$ cat config.mk
export PLATFORM = sky130hd
export DESIGN_NAME = mult_share_arb
export DESIGN_NICKNAME = d
export VERILOG_FILES = /design/src/rtl/mult_arb_pkg.sv /design/src/rtl/mult_rsp_fifo.sv /design/src/rtl/mult_share_arb.sv
export SDC_FILE = /design/constraint.sdc
export NUM_CORES = 1
export LEC_CHECK = 0
export BUFFER_PORTS_ARGS = -buffer_cell sky130_fd_sc_hd__buf_2
export CAP_MARGIN = 0
export CORE_MARGIN = 2
export CORE_UTILIZATION = 53
export DETAILED_ROUTE_END_ITERATION = 10
export PLACE_DENSITY = 0.8
export SYNTH_ARGS = -nofsm -noshare
export SYNTH_HDL_FRONTEND = slang
export SYNTH_SLANG_ARGS = --single-unit
$ cat constraint.sdc
create_clock -name clk -period 3 [get_ports clk]
set_input_delay 0.15 -clock clk [delete_from_list [all_inputs] [get_ports clk]]
set_output_delay 0.15 -clock clk [all_outputs]
set_load 0.01 [all_outputs]
$ cat src/rtl/mult_arb_pkg.sv
// Shared constants, response entry layout and ID-width helper for the multiplier arbiter.
package mult_arb_pkg;

    localparam int MULT_W   = 16;
    localparam int MULT_PW  = 32;
    localparam int ID_MAX_W = 3;

    typedef struct packed {
        logic [MULT_PW-1:0]  product;
        logic [ID_MAX_W-1:0] id;
    } rsp_entry_t;

    // Requester index width; a single requester still needs one bit.
    function automatic int id_w(input int n);
        return (n > 2) ? $clog2(n) : 1;
    endfunction

endpackage

$ cat src/rtl/mult_rsp_fifo.sv
// Synchronous response FIFO with a registered head word; a push into an empty FIFO
// becomes visible one cycle later (no fall-through).
module mult_rsp_fifo
    import mult_arb_pkg::*;
#(
    parameter int DEPTH = 4,
    parameter int DW    = MULT_PW + 2,
    parameter int CW    = $clog2(DEPTH + 1)
) (
    input  logic          clk,
    input  logic          rst,
    input  logic          push,
    input  logic [DW-1:0] push_data,
    input  logic          pop,
    output logic [CW-1:0] count,
    output logic [DW-1:0] head
);

    localparam int PW = (DEPTH > 2) ? $clog2(DEPTH) : 1;

    logic [DW-1:0] mem [DEPTH];
    logic [PW-1:0] wr_ptr_reg;
    logic [PW-1:0] rd_ptr_reg;
    logic [PW-1:0] rd_ptr_next;
    logic [CW-1:0] count_reg;
    logic [DW-1:0] head_reg;
    logic          do_pop;

    function automatic logic [PW-1:0] ptr_inc(input logic [PW-1:0] p);
        return (p == PW'(DEPTH - 1)) ? '0 : p + 1'b1;
    endfunction

    assign do_pop      = pop && (count_reg != '0);
    assign rd_ptr_next = do_pop ? ptr_inc(rd_ptr_reg) : rd_ptr_reg;

    always_ff @(posedge clk) begin
        if (push) begin
            mem[wr_ptr_reg] <= push_data;
        end
    end

    // The head register pre-reads the next head; it bypasses the array when that
    // slot is the one being written this cycle.
    always_ff @(posedge clk) begin
        if (rst) begin
            wr_ptr_reg <= '0;
            rd_ptr_reg <= '0;
            count_reg  <= '0;
            head_reg   <= '0;
        end else begin
            if (push) begin
                wr_ptr_reg <= ptr_inc(wr_ptr_reg);
            end
            rd_ptr_reg <= rd_ptr_next;
            count_reg  <= count_reg + CW'(push) - CW'(do_pop);
            if (push && (wr_ptr_reg == rd_ptr_next)) begin
                head_reg <= push_data;
            end else begin
                head_reg <= mem[rd_ptr_next];
            end
        end
    end

    assign count = count_reg;
    assign head  = head_reg;

endmodule

$ cat src/rtl/mult_share_arb.sv
// Round-robin sharing of one external approximate multiplier among NREQ requesters,
// returning tagged products in issue order. Define MULT_ARB_PERF_CNT_EN for perf counters.
module mult_share_arb
    import mult_arb_pkg::*;
#(
    parameter int  NREQ  = 4,
    parameter int  W     = MULT_W,
    parameter int  LAT   = 1,
    parameter int  DEPTH = 4,
    localparam int IDW   = id_w(NREQ)
) (
    input  logic              clk,
    input  logic              rst,
    input  logic [NREQ-1:0]   req_valid,
    output logic [NREQ-1:0]   req_ready,
    input  logic [NREQ*W-1:0] req_x,
    input  logic [NREQ*W-1:0] req_y,
    output logic [W-1:0]      mul_x,
    output logic [W-1:0]      mul_y,
    input  logic [2*W-1:0]    mul_p,
    output logic              rsp_valid,
    input  logic              rsp_ready,
    output logic [2*W-1:0]    rsp_p,
    output logic [IDW-1:0]    rsp_id
`ifdef MULT_ARB_PERF_CNT_EN
    ,
    output logic [31:0]       perf_issue_cnt,
    output logic [31:0]       perf_stall_cnt
`endif
);

    localparam int CW  = $clog2(DEPTH + 1);
    localparam int IFW = $clog2(LAT + 2);
    localparam int DW  = 2 * W + IDW;

    logic [W-1:0]   op_x [NREQ];
    logic [W-1:0]   op_y [NREQ];
    logic [IDW-1:0] rr_reg;
    logic [IDW-1:0] winner;
    logic           found;
    logic           credit_ok;
    logic           fire;
    logic [W-1:0]   mul_x_reg;
    logic [W-1:0]   mul_y_reg;
    logic [LAT-1:0] pipe_vld_reg;
    logic [IDW-1:0] pipe_id_reg [LAT];
    logic [IFW-1:0] inflight_reg;
    logic [CW-1:0]  fifo_count;
    logic [DW-1:0]  fifo_head;
    logic           tail_valid;
    logic           pop;

    for (genvar gi = 0; gi < NREQ; gi++) begin : g_req
        assign op_x[gi]      = req_x[gi*W +: W];
        assign op_y[gi]      = req_y[gi*W +: W];
        assign req_ready[gi] = fire && (winner == IDW'(gi));
    end

    always_comb begin
        int idx;
        idx    = 0;
        winner = '0;
        found  = 1'b0;
        for (int k = 0; k < NREQ; k++) begin
            idx = int'(rr_reg) + k;
            if (idx >= NREQ) begin
                idx = idx - NREQ;
            end
            if (!found && req_valid[idx]) begin
                found  = 1'b1;
                winner = IDW'(idx);
            end
        end
    end

    // Pops in the current cycle are deliberately not credited back until they land.
    assign credit_ok = (int'(fifo_count) + int'(inflight_reg)) < DEPTH;
    assign fire      = !rst && found && credit_ok;

    always_ff @(posedge clk) begin
        if (rst) begin
            rr_reg    <= '0;
            mul_x_reg <= '0;
            mul_y_reg <= '0;
        end else if (fire) begin
            rr_reg    <= (winner == IDW'(NREQ - 1)) ? '0 : winner + 1'b1;
            mul_x_reg <= op_x[winner];
            mul_y_reg <= op_y[winner];
        end
    end

    // The operand register counts as the first multiplier stage, so the tail of
    // this LAT-deep pipe lines up with a valid mul_p.
    always_ff @(posedge clk) begin
        if (rst) begin
            pipe_vld_reg <= '0;
            for (int s = 0; s < LAT; s++) begin
                pipe_id_reg[s] <= '0;
            end
        end else begin
            pipe_vld_reg[0] <= fire;
            pipe_id_reg[0]  <= winner;
            for (int s = 1; s < LAT; s++) begin
                pipe_vld_reg[s] <= pipe_vld_reg[s-1];
                pipe_id_reg[s]  <= pipe_id_reg[s-1];
            end
        end
    end

    assign tail_valid = pipe_vld_reg[LAT-1];

    always_ff @(posedge clk) begin
        if (rst) begin
            inflight_reg <= '0;
        end else begin
            inflight_reg <= inflight_reg + IFW'(fire) - IFW'(tail_valid);
        end
    end

    assign pop = rsp_valid && rsp_ready;

    mult_rsp_fifo #(
        .DEPTH (DEPTH),
        .DW    (DW),
        .CW    (CW)
    ) u_rsp_fifo (
        .clk       (clk),
        .rst       (rst),
        .push      (tail_valid),
        .push_data ({mul_p, pipe_id_reg[LAT-1]}),
        .pop       (pop),
        .count     (fifo_count),
        .head      (fifo_head)
    );

    assert property (@(posedge clk) disable iff (rst) !(tail_valid && (fifo_count == CW'(DEPTH))));

    assign mul_x     = mul_x_reg;
    assign mul_y     = mul_y_reg;
    assign rsp_valid = !rst && (fifo_count != '0);
    assign rsp_p     = rst ? '0 : fifo_head[DW-1:IDW];
    assign rsp_id    = rst ? '0 : fifo_head[IDW-1:0];

`ifdef MULT_ARB_PERF_CNT_EN
    logic [31:0] issue_cnt_reg;
    logic [31:0] stall_cnt_reg;

    always_ff @(posedge clk) begin
        if (rst) begin
            issue_cnt_reg <= '0;
            stall_cnt_reg <= '0;
        end else begin
            if (fire && (issue_cnt_reg != '1)) begin
                issue_cnt_reg <= issue_cnt_reg + 1'b1;
            end
            if ((|req_valid) && !credit_ok && (stall_cnt_reg != '1)) begin
                stall_cnt_reg <= stall_cnt_reg + 1'b1;
            end
        end
    end

    assign perf_issue_cnt = issue_cnt_reg;
    assign perf_stall_cnt = stall_cnt_reg;
`endif

endmodule
==> results of run 1 <==
-- timing repair --
action | in CTS | in global routing
hold buffers | 32 | 0
gates resized for setup | 0 | 0
endpoints found under the hold margin | 160 | 0
-- cell usage in the layout, fill, tap and decap left out, types with 14 or more instances in the layout --
master | synthesis | final
ha_1 | 14 | 14
nand2b_1 | 34 | 34
dlygate4sd3_1 | 0 | 32
a32o_1 | 34 | 34
nor2b_1 | 36 | 36
buf_2 | 15 | 237
mux2i_1 | 73 | 72
edfxtp_1 | 136 | 136
dfxtp_1 | 80 | 80
mux4_2 | 32 | 32
nand2_1 | 102 | 102
o21ai_1 | 28 | 28
clkbuf_16 | 0 | 22
nor2_1 | 16 | 16
-- worst max-delay path: stages (launching register included) --
cell     delay (ns)
dfxtp_1        0.42
nor3_2         0.10
nor3b_4        0.37
mux2i_4        0.36
xnor2_2        0.11
a31oi_4        0.93
a32o_1         0.30
-- area by class of cell --
cell class	instances	area [um^2]	area share, %
antenna	1	2.50	0.0213
clock buffer	25	562	4.78
clock inverter	15	164	1.39
inverter	10	37.5	0.319
multi-input combinational	405	3360	28.5
sequential	216	5690	48.4
tap	225	282	2.39
timing repair buffer	284	1670	14.2
-- worst max-delay path by stage --
stage,endpoint,from
after floorplan,u_rsp_fifo.head[24]$_SDFF_PP0_,u_rsp_fifo.count[1]$_SDFF_PP0_
after global placement,u_rsp_fifo.head[13]$_SDFF_PP0_,u_rsp_fifo.count[1]$_SDFF_PP0_
after detailed placement,u_rsp_fifo.head[12]$_SDFF_PP0_,u_rsp_fifo.count[1]$_SDFF_PP0_
after CTS,u_rsp_fifo.head[27]$_SDFF_PP0_,u_rsp_fifo.count[1]$_SDFF_PP0_
after global routing,u_rsp_fifo.head[12]$_SDFF_PP0_,u_rsp_fifo.count[0]$_SDFF_PP0_
final,u_rsp_fifo.head[27]$_SDFF_PP0_,u_rsp_fifo.count[1]$_SDFF_PP0_
-- layer usage --
metal / routed length (um) / share of wire (%) / up-vias
met5: 0 / 0 / -
met4: 539 / 2.5 / 0
met3: 1290 / 6.1 / 30
met2: 11200 / 53 / 250
met1: 8150 / 38 / 3030
li1: - / - / 3006
-- per-stage QoR --
| stage | util (%) | setup slack (ns) |
|---|---|---|
| floorplan | - | 0.916 |
| global placement | 62.3 | 0.383 |
| detailed placement | 62.3 | 0.292 |
| CTS | 68.4 | 0.295 |
| global route | 68.5 | 0.145 |
| finish | 68.5 | 0.334 |
-- kinds of logic (layout without fill, tap and decap cells) --
logic type	count (synthesis)	count (layout)
multiplexers	107	107
flip-flops	216	216
AND/OR/NAND/NOR	201	201
other	0	1
XOR/XNOR	6	6
adder cells (fa/ha/maj)	15	15
AO/OA/AOI/OAI	76	76
buffers and inverters	54	334
-- power breakdown --
part           switching [uW]  leakage, uW  internal [uW]
logic                    1510      0.00291           1270
clock network            1100     0.000358           1610
registers                 271      0.00191           3820
total                    2870      0.00518           6700
==> summary.md, run 1 <==
| Metric | Value |
|---|---|
| Non-Filler Instances | `1181` |
| Reg-to-Reg End | `u_rsp_fifo.head[27]$_SDFF_PP0_` |
| Site row count | `48` |
| Main synth FF type | `edfxtp_1` |
| Hold WC Path Type | `in2reg` |
| Req. time, crit path | `3.42 ns` |
| Final Skew | `approximately 0.023 ns` |
| Fillers | `roughly 1300` |
| Routing usage on met3 | `3.65%` |
| Die Y | `between 100 and 150 um` |
| Worst Tran Pin Value | `around 1.2 ns` |
| Seq/Total Area, Yosys | `between 60% and 70%` |
| Core area | `17200 um^2` |
| Clk slew on worst S/H paths | `0.06 ns` |
| Syn. warnings | `0` |
| Syn-to-layout area delta | `27.0%` |
| Routability cong. | `between 0.8 and 0.9` |
| Setup TNS | `0 ns` |
| Post-Synth Simple-Gate Area | `10.6%` |
| Post-Route WL | `21.2 mm` |
| Critical R2R Launch | `u_rsp_fifo.count[1]$_SDFF_PP0_` |
| Register-to-Register Path Depth | `6` |
| Crit. End Element | `flip-flop` |
| Total nets after synthesis | `around 860` |
| Worst vdd ir | `0.514 mV` |
| R2R Setup Slk | `about 0.33 ns` |
| Congestion Overflow GR | `0` |
| Detailed Routing Iterations Pass 1 | `4` |
| Number of buffers created by CTS | `22` |
| Number of flip-flops in the largest register | `136` |
| Initial Util | `53.9%` |
| Clk root buf | `clkbuf_16` |
| Dominant cell type by area after synthesis | `edfxtp_1` |
| GRT Util Overall | `22.4%` |
| Final ANT Viol Nets | `0` |
| Top cell type's share of synthesized area | `44.1%` |
| Initial drt markers | `247` |
| Yosys reg bits | `216` |
| Boundary pin count | `around 240` |
| Tcrit/Tclk final | `88.9%` |
| Distinct cells, synth | `35` |
| Worst EP arrival | `3.09 ns` |
| Die area | `18500 um^2` |
| Post-synthesis cell count | `675` |
| Post-synthesis mux area share | `16.0%` |
| Min Hold Slack | `0.0820 ns` |
| Synth Area in Compound Gates | `6.23%` |
| Total of max-cap violations | `0` |
| Combinational family with the most area after synthesis | `multiplexers` |
| Final Hold Fails | `0` |
| Via count | `between 6000 and 7000` |
| Met2 usage | `40.8%` |
| Most Used Layer, Global Route | `met2` |
| Initial antenna violation count | `1` |
| Unrepaired setup endpoints after global routing | `false` |
| Hold_sp | `req_x[1]` |
| WL per Instance | `roughly 18 um` |
| Slew margin rel. | `22.8%` |
| Vias per std cell | `5.35` |
| PwrDens | `815 nW/um^2` |
| Post-CTS Setup Bufs | `0` |
| Vias in the first global route | `6466` |
| Layout cells sized above 1 | `34.9%` |
| Largest net degree at the start of global routing | `70` |
| Critical path class | `reg2reg` |
| First-pass GRT wire length | `between 30 and 40 mm` |
| Synth top area cells | `edfxtp_1, dfxtp_1, mux2i_1` |
| Post-Synth XOR/XNOR Area | `0.730%` |
| Nets@finish | `about 1100` |
| Post-Syn Area | `9260 um^2` |
| DP HPWL | `13.5 mm` |
| EDFF count, synth | `136` |
| CP startpoint kind | `flip-flop` |
| Final min period | `between 2 and 3 ns` |
| Die X | `136 um` |
| CTS tree | `done` |
| # port buffers | `237` |
| Pwr Total | `roughly 9600 uW` |
| Lkg Pwr | `0.00518 uW` |
| Clk_lat worst skew | `0.50 ns` |
| Area after DPL | `10700 um^2` |
| Most frequent cells after synthesis | `edfxtp_1, nand2_1, dfxtp_1` |
| Adder-Cell Fraction of Synth Area | `2.11%` |
| Placed cells | `1108` |
| # DRC | `0` |
| Final setup vio count | `0` |
| Max Buffers Root-to-Sink | `3` |
| Hold path cells | `4` |
| Status | `complete, no violations` |
| Top-count cell post-synth | `edfxtp_1` |
| TritonCTS Sinks | `~220` |
| Worst Hold Path EP | `mul_x[1]$_SDFFE_PP0P_` |
| Fmax | `0.375 GHz` |
| Avg Inst Size Synth | `13.7 um^2` |
| Slew Limit Fails | `0` |
| Maximum fanout along the worst path | `34` |
| Grt met1 use | `26.6%` |
| Synth async-reset ratio | `0%` |
| H-tree lvl count | `1` |
| Non-Filler Cell Area, Final | `11800 um^2` |
Power figures use the tool's default switching activity.
==> inputs of run 2 (changes only) <==
- BUFFER_PORTS_ARGS: -buffer_cell sky130_fd_sc_hd__buf_2 -> default
- CORE_ASPECT_RATIO: default -> 1.2
- CORE_UTILIZATION: 53 -> 55
- DONT_BUFFER_PORTS: default -> 1
- PLACE_DENSITY: 0.8 -> 0.7
==> run 2 against run 1 <==
Setup slack worse by 0.13 ns. Clock power increased by 3%. First-iteration DRC count increased by 69%. Critical path depth increased by 2. Routed wire length increased by 3.5%. Global-route usage increased by 1.7 points. Register-to-register slack got worse by 0.13 ns. Final area shrank 3.9%. Sequential cell count unchanged. Critical path type unchanged. Critical endpoint is now mul_y[6]$_SDFFE_PP0P_. Largest cell class unchanged. Highest routed layer is now met5.
==> summary.md, run 2 (synthesis gave the netlist of run 1 again) <==
| Metric | Value |
|---|---|
| PwrDens | `837 nW/um^2` |
| Worst Tran Pin Value | `1.21 ns` |
| Initial Util | `56.7%` |
| Most frequent cells in the layout | `edfxtp_1, dlygate4sd3_1, nand2_1` |
| Final setup vio count | `0` |
| Site row count | `51` |
| Initial drt markers | `417` |
| Detailed Routing Iterations Pass 1 | `5` |
| Vias in the first global route | `6105` |
| Most Used Layer, Global Route | `met2` |
| Nets@finish | `952` |
| Register-to-Register Path Depth | `8` |
| Critical R2R Launch | `rr_reg[1]$_SDFFE_PP0P_` |
| Die X | `between 100 and 150 um` |
| CP cell instances | `mux2i_1 > nor2_1 > nor3_2 > inv_4 > mux4_2 > dlygate4sd3_1 > nand2_1 > o21ai_1` |
| Clk_lat worst skew | `between 0.4 and 0.5 ns` |
| Tcrit/Tclk final | `93.0%` |
| Initial antenna violation count | `7` |
| Routability cong. | `0.810` |
| Die area | `about 18000 um^2` |
| Clk slew on worst S/H paths | `0.07 ns` |
| Worst path bufs/invs | `2` |
| Slowest-stage cell, CP | `dlygate4sd3_1` |
| Unrepaired setup endpoints after global routing | `false` |
| Final ANT Viol Nets | `0` |
| Grt met1 use | `approximately 29%` |
| # port buffers | `0` |
| Reg-to-Reg End | `mul_y[6]$_SDFFE_PP0P_` |
| Total of max-cap violations | `0` |
| GRT Util Overall | `24.0%` |
| Syn-to-layout area delta | `22.0%` |
| # DRC | `0` |
| Lkg Pwr | `~0.0045 uW` |
| Hold WC Path Type | `in2reg` |
| CP peak stage delay | `0.59 ns` |
| Maximum fanout along the worst path | `19` |
| TritonCTS Sinks | `between 200 and 250` |
| Routing usage on met3 | `7.38%` |
| Setup ws final | `0.209 ns` |
| CP Launch Point | `rr_reg[1]$_SDFFE_PP0P_` |
| Via count | `5884` |
| Slew Limit Fails | `0` |
| Met2 usage | `about two fifths` |
| Number of buffers created by CTS | `22` |
| Boundary pin count | `238` |
| Req. time, crit path | `3.36 ns` |
| Most common cell after layout, fill and taps aside | `edfxtp_1` |
| Area after DPL | `9480 um^2` |
| R2R Setup Slk | `0.21 ns` |
| Final min period | `2.79 ns` |
| Hold_sp | `req_x[44]` |
| H-tree lvl count | `1` |
| CP top delay family | `buffers and inverters` |
| Worst vdd ir | `between 0.4 and 0.5 mV` |
| CP startpoint kind | `flip-flop` |
| Layout cells sized above 1 | `roughly an eighth` |
| Vias per std cell | `5.87` |
| Worst EP arrival | `between 3 and 4 ns` |
| Post-Place Worst Slack | `roughly 0.23 ns` |
| Fillers | `1110` |
| Setup TNS | `0 ns` |
| Fmax | `roughly 0.36 GHz` |
| Final Hold Fails | `0` |
| Max Buffers Root-to-Sink | `3` |
| Non-Filler Cell Area, Final | `11300 um^2` |
| Worst Hold Path EP | `mul_x[12]$_SDFFE_PP0P_` |
| Clk root buf | `clkbuf_16` |
| Core area | `16300 um^2` |
| Number of flip-flops in the largest register | `between 100 and 150` |
| Critical path class | `reg2reg` |
| Hold path cells | `3` |
| WL per Instance | `21.9 um` |
| Post-Route WL | `22.0 mm` |
| Final Skew | `0.00854 ns` |
| Status | `complete, no violations` |
| Congestion Overflow GR | `0` |
| DP HPWL | `roughly 13 mm` |
| First-pass GRT wire length | `~33 mm` |
| Die Y | `approximately 150 um` |
| Largest net degree at the start of global routing | `70` |
| Fin util | `69.2%` |
| Crit. End Element | `flip-flop` |
| Slew margin rel. | `19.0%` |
| CTS tree | `done` |
| Min Hold Slack | `0.00351 ns` |
[run 2: how the worst max path moves through the flow]
stage	to	slack (ns)	cells past startpoint
after floorplan	u_rsp_fifo.head[24]$_SDFF_PP0_	0.92	9
after global placement	u_rsp_fifo.head[20]$_SDFF_PP0_	0.34	6
after detailed placement	u_rsp_fifo.head[0]$_SDFF_PP0_	0.23	6
after CTS	req_ready[2]	0.16	7
after global routing	req_ready[3]	0.08	6
final	mul_y[6]$_SDFFE_PP0P_	0.21	8
[run 2: worst register-to-register path, cell delays in order (launching register included)]
cell and delay [ns]:
dfxtp_1 0.49, mux2i_1 0.28, nor2_1 0.08, nor3_2 0.36
inv_4 0.24, mux4_2 0.47, dlygate4sd3_1 0.59, nand2_1 0.09
o21ai_1 0.07
[run 2: power by group]
part	switching [uW]	internal, uW
logic	1300	1110
clock network	1090	1710
registers	428	3820
[run 2: layout make-up]
| class | count | area (um^2) | share of cell area [%] |
|---|---|---|---|
| Clock buffer | 28 | 614 | 5.44 |
| Tap cell | 212 | 265 | 2.35 |
| Multi-Input combinational cell | 405 | 3360 | 29.7 |
| Inverter | 10 | 40.0 | 0.354 |
| Clock inverter | 12 | 140 | 1.24 |
| Sequential cell | 216 | 5690 | 50.3 |
| Antenna cell | 5 | 12.5 | 0.111 |
| Timing Repair Buffer | 115 | 1180 | 10.5 |
[run 2: repair_timing]
action                                  in CTS  in global routing
buffers inserted                             0                  0
hold endpoints to repair                   206                  0
endpoints found under the setup margin       0                  1
gates resized for setup                      0                  2
hold buffers                               104                  0
[run 2: per-stage QoR]
| stage | power [uW] | instances |
|---|---|---|
| final | 9460 | 1003 |
| after global routing | 9920 | 1002 |
| after CTS | 9500 | 998 |
| after detailed placement | 6500 | 854 |
| after global placement | 6410 | 854 |
| after floorplan | 5920 | 675 |
[run 2: per-layer routing]
metal	wire length (um)	vias up	part of all wire [%]
met5	13	-	0.059
met4	428	2	1.9
met3	2110	34	9.6
met2	11200	280	51
met1	8200	2899	37
li1	-	2669	-
